[src/rtl/fifo_pkg.sv]
// Shared constants and state encoding for the FIFO pointer controller.
// Imported by the controller top and its pointer counters.
package fifo_pkg;

  localparam int ADDR_W = 6;
  localparam int DEPTH  = 2 ** ADDR_W;
  localparam int AF_THR = 60;
  localparam int AE_THR = 4;

  localparam logic [1:0] ST_INIT   = 2'd0;
  localparam logic [1:0] ST_ACTIVE = 2'd1;
  localparam logic [1:0] ST_ERROR  = 2'd2;

  typedef enum logic [1:0] {
    S_INIT   = ST_INIT,
    S_ACTIVE = ST_ACTIVE,
    S_ERROR  = ST_ERROR
  } state_t;

endpackage

[src/rtl/fifo_ptr_ctrl_ptr_counter.sv]
// Wrapping address counter with increment and synchronous clear.
// Used for both the write and the read pointer of the FIFO.
module ptr_counter #(
  parameter int W = fifo_pkg::ADDR_W
) (
  input  logic         clk,
  input  logic         reset_L,
  input  logic         inc,
  input  logic         clr,
  output logic [W-1:0] ptr
);

  // Natural binary overflow gives the 63 -> 0 wrap.
  always_ff @(posedge clk or negedge reset_L) begin
    if (!reset_L) begin
      ptr <= '0;
    end else if (clr) begin
      ptr <= '0;
    end else if (inc) begin
      ptr <= ptr + W'(1);
    end
  end

endmodule

[src/rtl/fifo_ptr_ctrl.sv]
// FIFO pointer controller: push/pop to RAM strobes and addresses,
// occupancy flags, sticky overflow/underflow and read-valid stage.
module fifo_ptr_ctrl #(
  parameter int ADDR_W = fifo_pkg::ADDR_W,
  parameter int AF_THR = fifo_pkg::AF_THR,
  parameter int AE_THR = fifo_pkg::AE_THR
) (
  input  logic              clk,
  input  logic              reset_L,
  input  logic              push,
  input  logic              pop,
  input  logic              flush,
  output logic              write,
  output logic              read,
  output logic [ADDR_W-1:0] wr_ptr,
  output logic [ADDR_W-1:0] rd_ptr,
  output logic [ADDR_W:0]   count,
  output logic              ready,
  output logic              full,
  output logic              empty,
  output logic              almost_full,
  output logic              almost_empty,
  output logic              rd_valid,
  output logic              overflow,
  output logic              underflow
);

  import fifo_pkg::*;

  localparam int CW = ADDR_W + 1;
  localparam logic [CW-1:0] CNT_MAX = CW'(2 ** ADDR_W);
  localparam logic [CW-1:0] AF_C = CW'(AF_THR);
  localparam logic [CW-1:0] AE_C = CW'(AE_THR);

  state_t state;
  logic   active;
  logic   ovf_ev;
  logic   unf_ev;

  assign active       = (state == S_ACTIVE);
  assign ready        = active;

  assign full         = (count == CNT_MAX);
  assign empty        = (count == '0);
  assign almost_full  = (count >= AF_C);
  assign almost_empty = (count <= AE_C);

  assign write  = active & push & ~full & ~flush;
  assign read   = active & pop & ~empty & ~flush;
  assign ovf_ev = active & push & full & ~flush;
  assign unf_ev = active & pop & empty & ~flush;

  ptr_counter #(.W(ADDR_W)) u_wr (
    .clk     (clk),
    .reset_L (reset_L),
    .inc     (write),
    .clr     (flush),
    .ptr     (wr_ptr)
  );

  ptr_counter #(.W(ADDR_W)) u_rd (
    .clk     (clk),
    .reset_L (reset_L),
    .inc     (read),
    .clr     (flush),
    .ptr     (rd_ptr)
  );

  always_ff @(posedge clk or negedge reset_L) begin
    if (!reset_L) begin
      state <= S_INIT;
    end else if (flush) begin
      state <= S_ACTIVE;
    end else begin
      unique case (state)
        S_INIT:   state <= S_ACTIVE;
        S_ACTIVE: if (ovf_ev | unf_ev) state <= S_ERROR;
        S_ERROR:  state <= S_ERROR;
        default:  state <= S_INIT;
      endcase
    end
  end

  // Accepted push and pop together leave the count unchanged.
  always_ff @(posedge clk or negedge reset_L) begin
    if (!reset_L) begin
      count     <= '0;
      overflow  <= 1'b0;
      underflow <= 1'b0;
      rd_valid  <= 1'b0;
    end else if (flush) begin
      count     <= '0;
      overflow  <= 1'b0;
      underflow <= 1'b0;
      rd_valid  <= 1'b0;
    end else begin
      if (write & ~read) begin
        count <= count + CW'(1);
      end else if (read & ~write) begin
        count <= count - CW'(1);
      end
      if (ovf_ev) overflow <= 1'b1;
      if (unf_ev) underflow <= 1'b1;
      rd_valid <= read;
    end
  end

endmodule

[config.mk]
export PLATFORM = sky130hd
export DESIGN_NAME = fifo_ptr_ctrl
export DESIGN_NICKNAME = d
export VERILOG_FILES = /design/src/rtl/fifo_pkg.sv /design/src/rtl/fifo_ptr_ctrl_ptr_counter.sv /design/src/rtl/fifo_ptr_ctrl.sv
export SDC_FILE = /design/constraint.sdc
export NUM_CORES = 1
export LEC_CHECK = 0
export CAP_MARGIN = 20
export CELL_PAD_IN_SITES_DETAIL_PLACEMENT = 1
export CELL_PAD_IN_SITES_GLOBAL_PLACEMENT = 2
export CORE_AREA = 5 5 58 112
export CTS_CLUSTER_SIZE = 12
export DETAILED_ROUTE_END_ITERATION = 10
export DIE_AREA = 0 0 63 117
export PLACE_DENSITY_LB_ADDON = 0.1
export SLEW_MARGIN = 10
export SYNTH_ARGS = -nofsm -noshare
export SYNTH_HDL_FRONTEND = slang
export SYNTH_SLANG_ARGS = --single-unit
[constraint.sdc]
create_clock -name clk -period 2.6 [get_ports clk]
set_clock_uncertainty 0.15 [all_clocks]
set_input_delay 0.52 -clock clk [delete_from_list [all_inputs] [get_ports clk]]
set_output_delay 0.52 -clock clk [all_outputs]
set_load 0.01 [all_outputs]
==> flow_summary.json <==
{
  "status": "complete, but fails checks",
  "failed_checks": "negative setup slack",
  "ys_ff_latch": 24,
  "cts-root-buf": "clkbuf_16",
  "leakage_nw": 1.10,
  "ir_drop_uv": 743,
  "worstPathRequired_ns": 2.59,
  "cts_tree": "built",
  "synth_cells": 148,
  "synth_area_um2": 1460,
  "reg2reg_depth": 11,
  "synth_edf_count": 0,
  "layout-drive-gt1-share_pct": 33.9,
  "grt_max_degree": 27,
  "die_w_um": 63,
  "maxSlewViolCount": 0,
  "syn_to_final_growth_pct": 66.8,
  "drv_cap": 0,
  "rsz0062_at_grt": "true",
  "timing.rr.end": "count[6]",
  "dp_slack_ns": -0.534,
  "regToRegSetupSlack_ns": -0.09,
  "holdCritPathClass": "reg2reg",
  "hold_end": "overflow",
  "drt_iter0_drc": 37,
  "power.density_nw_per_um2": 1340,
  "holdPathStages": 2,
  "via_count": 1372,
  "io_pins": 34,
  "rr_startpoint": "count[2]",
  "synth_cell_types": 35,
  "overflow": 0,
  "start_kind": "flop",
  "totalWireLength_um": 4240,
  "clkSinkCount": 24,
  "rows": 39,
  "coreArea_um2": 5610,
  "grt_pass1_vias": 1542,
  "async_reset_ff_share_pct": 100,
  "worst_slew_pin_slew_ns": 0.363,
  "fin_nets": 238,
  "syn_nets": 164,
  "postCtsHoldBufs": 0,
  "path_max_fanout": 6,
  "dpl.hpwl_um": 3170,
  "cts.clk_slew.worst_paths_ns": 0.07,
  "wl_per_cell_um": 15.0,
  "ys_seq_area_share_pct": 41.3,
  "dr.pass1.iters": 4,
  "avgSynthCellArea_um2": 9.83,
  "ant_nets": 0,
  "cp.arrival_ns": 2.68,
  "post-route-period-util_pct": 104,
  "die_h_um": 117,
  "setup_slack_ns": -0.0911,
  "min-delay-start": "overflow",
  "finalSetupViolCount": 1,
  "synthFlopType": "dfrtp_1",
  "path_class": "reg2reg",
  "grt_use_total_pct": 12.2,
  "final_util_pct": 43.3,
  "finalCriticalPeriod_ns": 2.69,
  "antenna_found_initial": 0,
  "placed_cells": 272,
  "n_antenna_cell": 0,
  "yosys_warnings": 0,
  "cts_buffer_depth": 2,
  "slew_headroom_pct": 75.7,
  "instances_no_fill": 282,
  "io_buffer_count": 33,
  "clock.fmax_mhz": 372,
  "cp-end-kind": "flop",
  "dpl-instance-area_um2": 2170,
  "place_congestion": 0.752,
  "timing.hold.ws_ns": 0.364,
  "cts_buffers": 3,
  "h-tree-depth": 1,
  "die_area_um2": 7370,
  "start_util_pct": 25.9,
  "route.detailed.drc": 0,
  "clk_latency_ns": 0.26,
  "grt_pass1_wl_um": 7260,
  "hold_viol_final": 0,
  "fin_area_um2": 2430,
  "viasPerCell": 4.87
}
==> worst max-delay path by stage <==
stage	endpoint	cells after the start	start	slack [ns]
after floorplan	count[6]	10	count[2]	-0.16
after global placement	count[6]	10	push	-0.47
after detailed placement	count[6]	10	push	-0.53
after CTS	count[6]	10	count[0]	-0.13
after global routing	count[6]	11	count[2]	-0.26
final	count[6]	11	count[2]	-0.09
==> sequential cells by signal (all words and copies together) (netlist names) <==
| signal | cells |
|---|---|
| count | 7 |
| overflow | 1 |
| rd_valid | 1 |
| state | 2 |
| u_rd.ptr | 6 |
| u_wr.ptr | 6 |
| underflow | 1 |
==> worst max-delay path, cell delays in order (launching register included) <==
cell,delay (ns)
dfrtp_2,0.43
nor3_4,0.28
and3_4,0.25
nor3_4,0.05
o21ai_4,0.11
inv_2,0.06
fa_2,0.37
nor2b_4,0.13
o31a_1,0.16
o22ai_2,0.07
mux2i_1,0.17
mux2_1,0.33
==> cells by family (layout without fill, tap and decap cells) <==
| kind of cell | count (synthesis) | in the layout | share of synthesized area (%) |
|---|---|---|---|
| AO/OA/AOI/OAI | 19 | 19 | 8.51 |
| XOR/XNOR | 13 | 13 | 7.82 |
| adder cells (fa/ha/maj) | 11 | 11 | 9.97 |
| buffers and inverters | 10 | 83 | 2.67 |
| flip-flops | 24 | 24 | 41.3 |
| multiplexers | 11 | 11 | 7.65 |
| AND/OR/NAND/NOR | 60 | 60 | 22.1 |
==> metrics by stage <==
stage / total power, W / TNS, ns
global placement: 0.00255 / -1.25
global route: 0.00352 / -0.543
CTS: 0.00315 / -0.128
finish: 0.00325 / -0.0911
detailed placement: 0.00258 / -1.55
floorplan: 0.00163 / -0.161
==> routing by layer <==
layer  GRT usage, %  up-vias  part of all wire (%)
met4           4.25        0                  0.99
met1           14.9      687                    43
met3           1.72        2                   3.0
met5              0        -                     0
li1               -      658                     -
met2           21.7       25                    53
==> cell usage after synthesis, types with 2 or more instances <==
cell type / n / area [um2]
nor2_1: 25 / 93.8
dfrtp_1: 24 / 601
ha_1: 10 / 125
mux2i_1: 10 / 100
xor2_1: 9 / 78.8
nand2_1: 8 / 30.0
inv_1: 6 / 22.5
nand4_1: 6 / 37.5
a21oi_1: 5 / 25.0
and3_1: 4 / 25.0
o21ai_0: 4 / 20.0
xnor2_1: 4 / 35.0
a31oi_1: 3 / 18.8
clkbuf_1: 3 / 11.3
nor3_1: 3 / 15.0
nand2b_1: 2 / 12.5
nand3_1: 2 / 10.0
nor2b_1: 2 / 12.5
nor3_4: 2 / 32.5
==> placed cells by master (no fill, tap or decap), types with 5 or more instances in the layout <==
| cell | n |
|---|---|
| nand2_1 | 6 |
| clkdlybuf4s50_1 | 26 |
| dlygate4sd2_1 | 5 |
| buf_4 | 38 |
| nand4_1 | 6 |
| ha_4 | 5 |
| xor2_1 | 9 |
| inv_1 | 5 |
| nor2_1 | 24 |
| ha_1 | 5 |
| dfrtp_1 | 20 |
| mux2i_1 | 10 |
==> power breakdown <==
group | switching, W | leakage, nW | internal, W
clock network | 0.000139 | 0.0511 | 0.000306
logic | 0.00103 | 0.730 | 0.00122
registers | 0.0000914 | 0.319 | 0.000471
==> layout make-up <==
type	count	area, um2
clock buffers	3	75.1
clock inverters	1	30.0
fillers	648	3180
inverters	6	22.5
multi-input cells	114	981
flip-flops and latches	24	606
well taps	61	76.3
repair buffers	73	637
==> what timing repair did <==
action	CTS	global route
buffers inserted	5	1
cloned	0	0
pin swaps	5	11
resized for setup	12	14
endpoints found under the setup margin	5	4
hold endpoints to repair	0	0
Power figures use the tool's default switching activity.
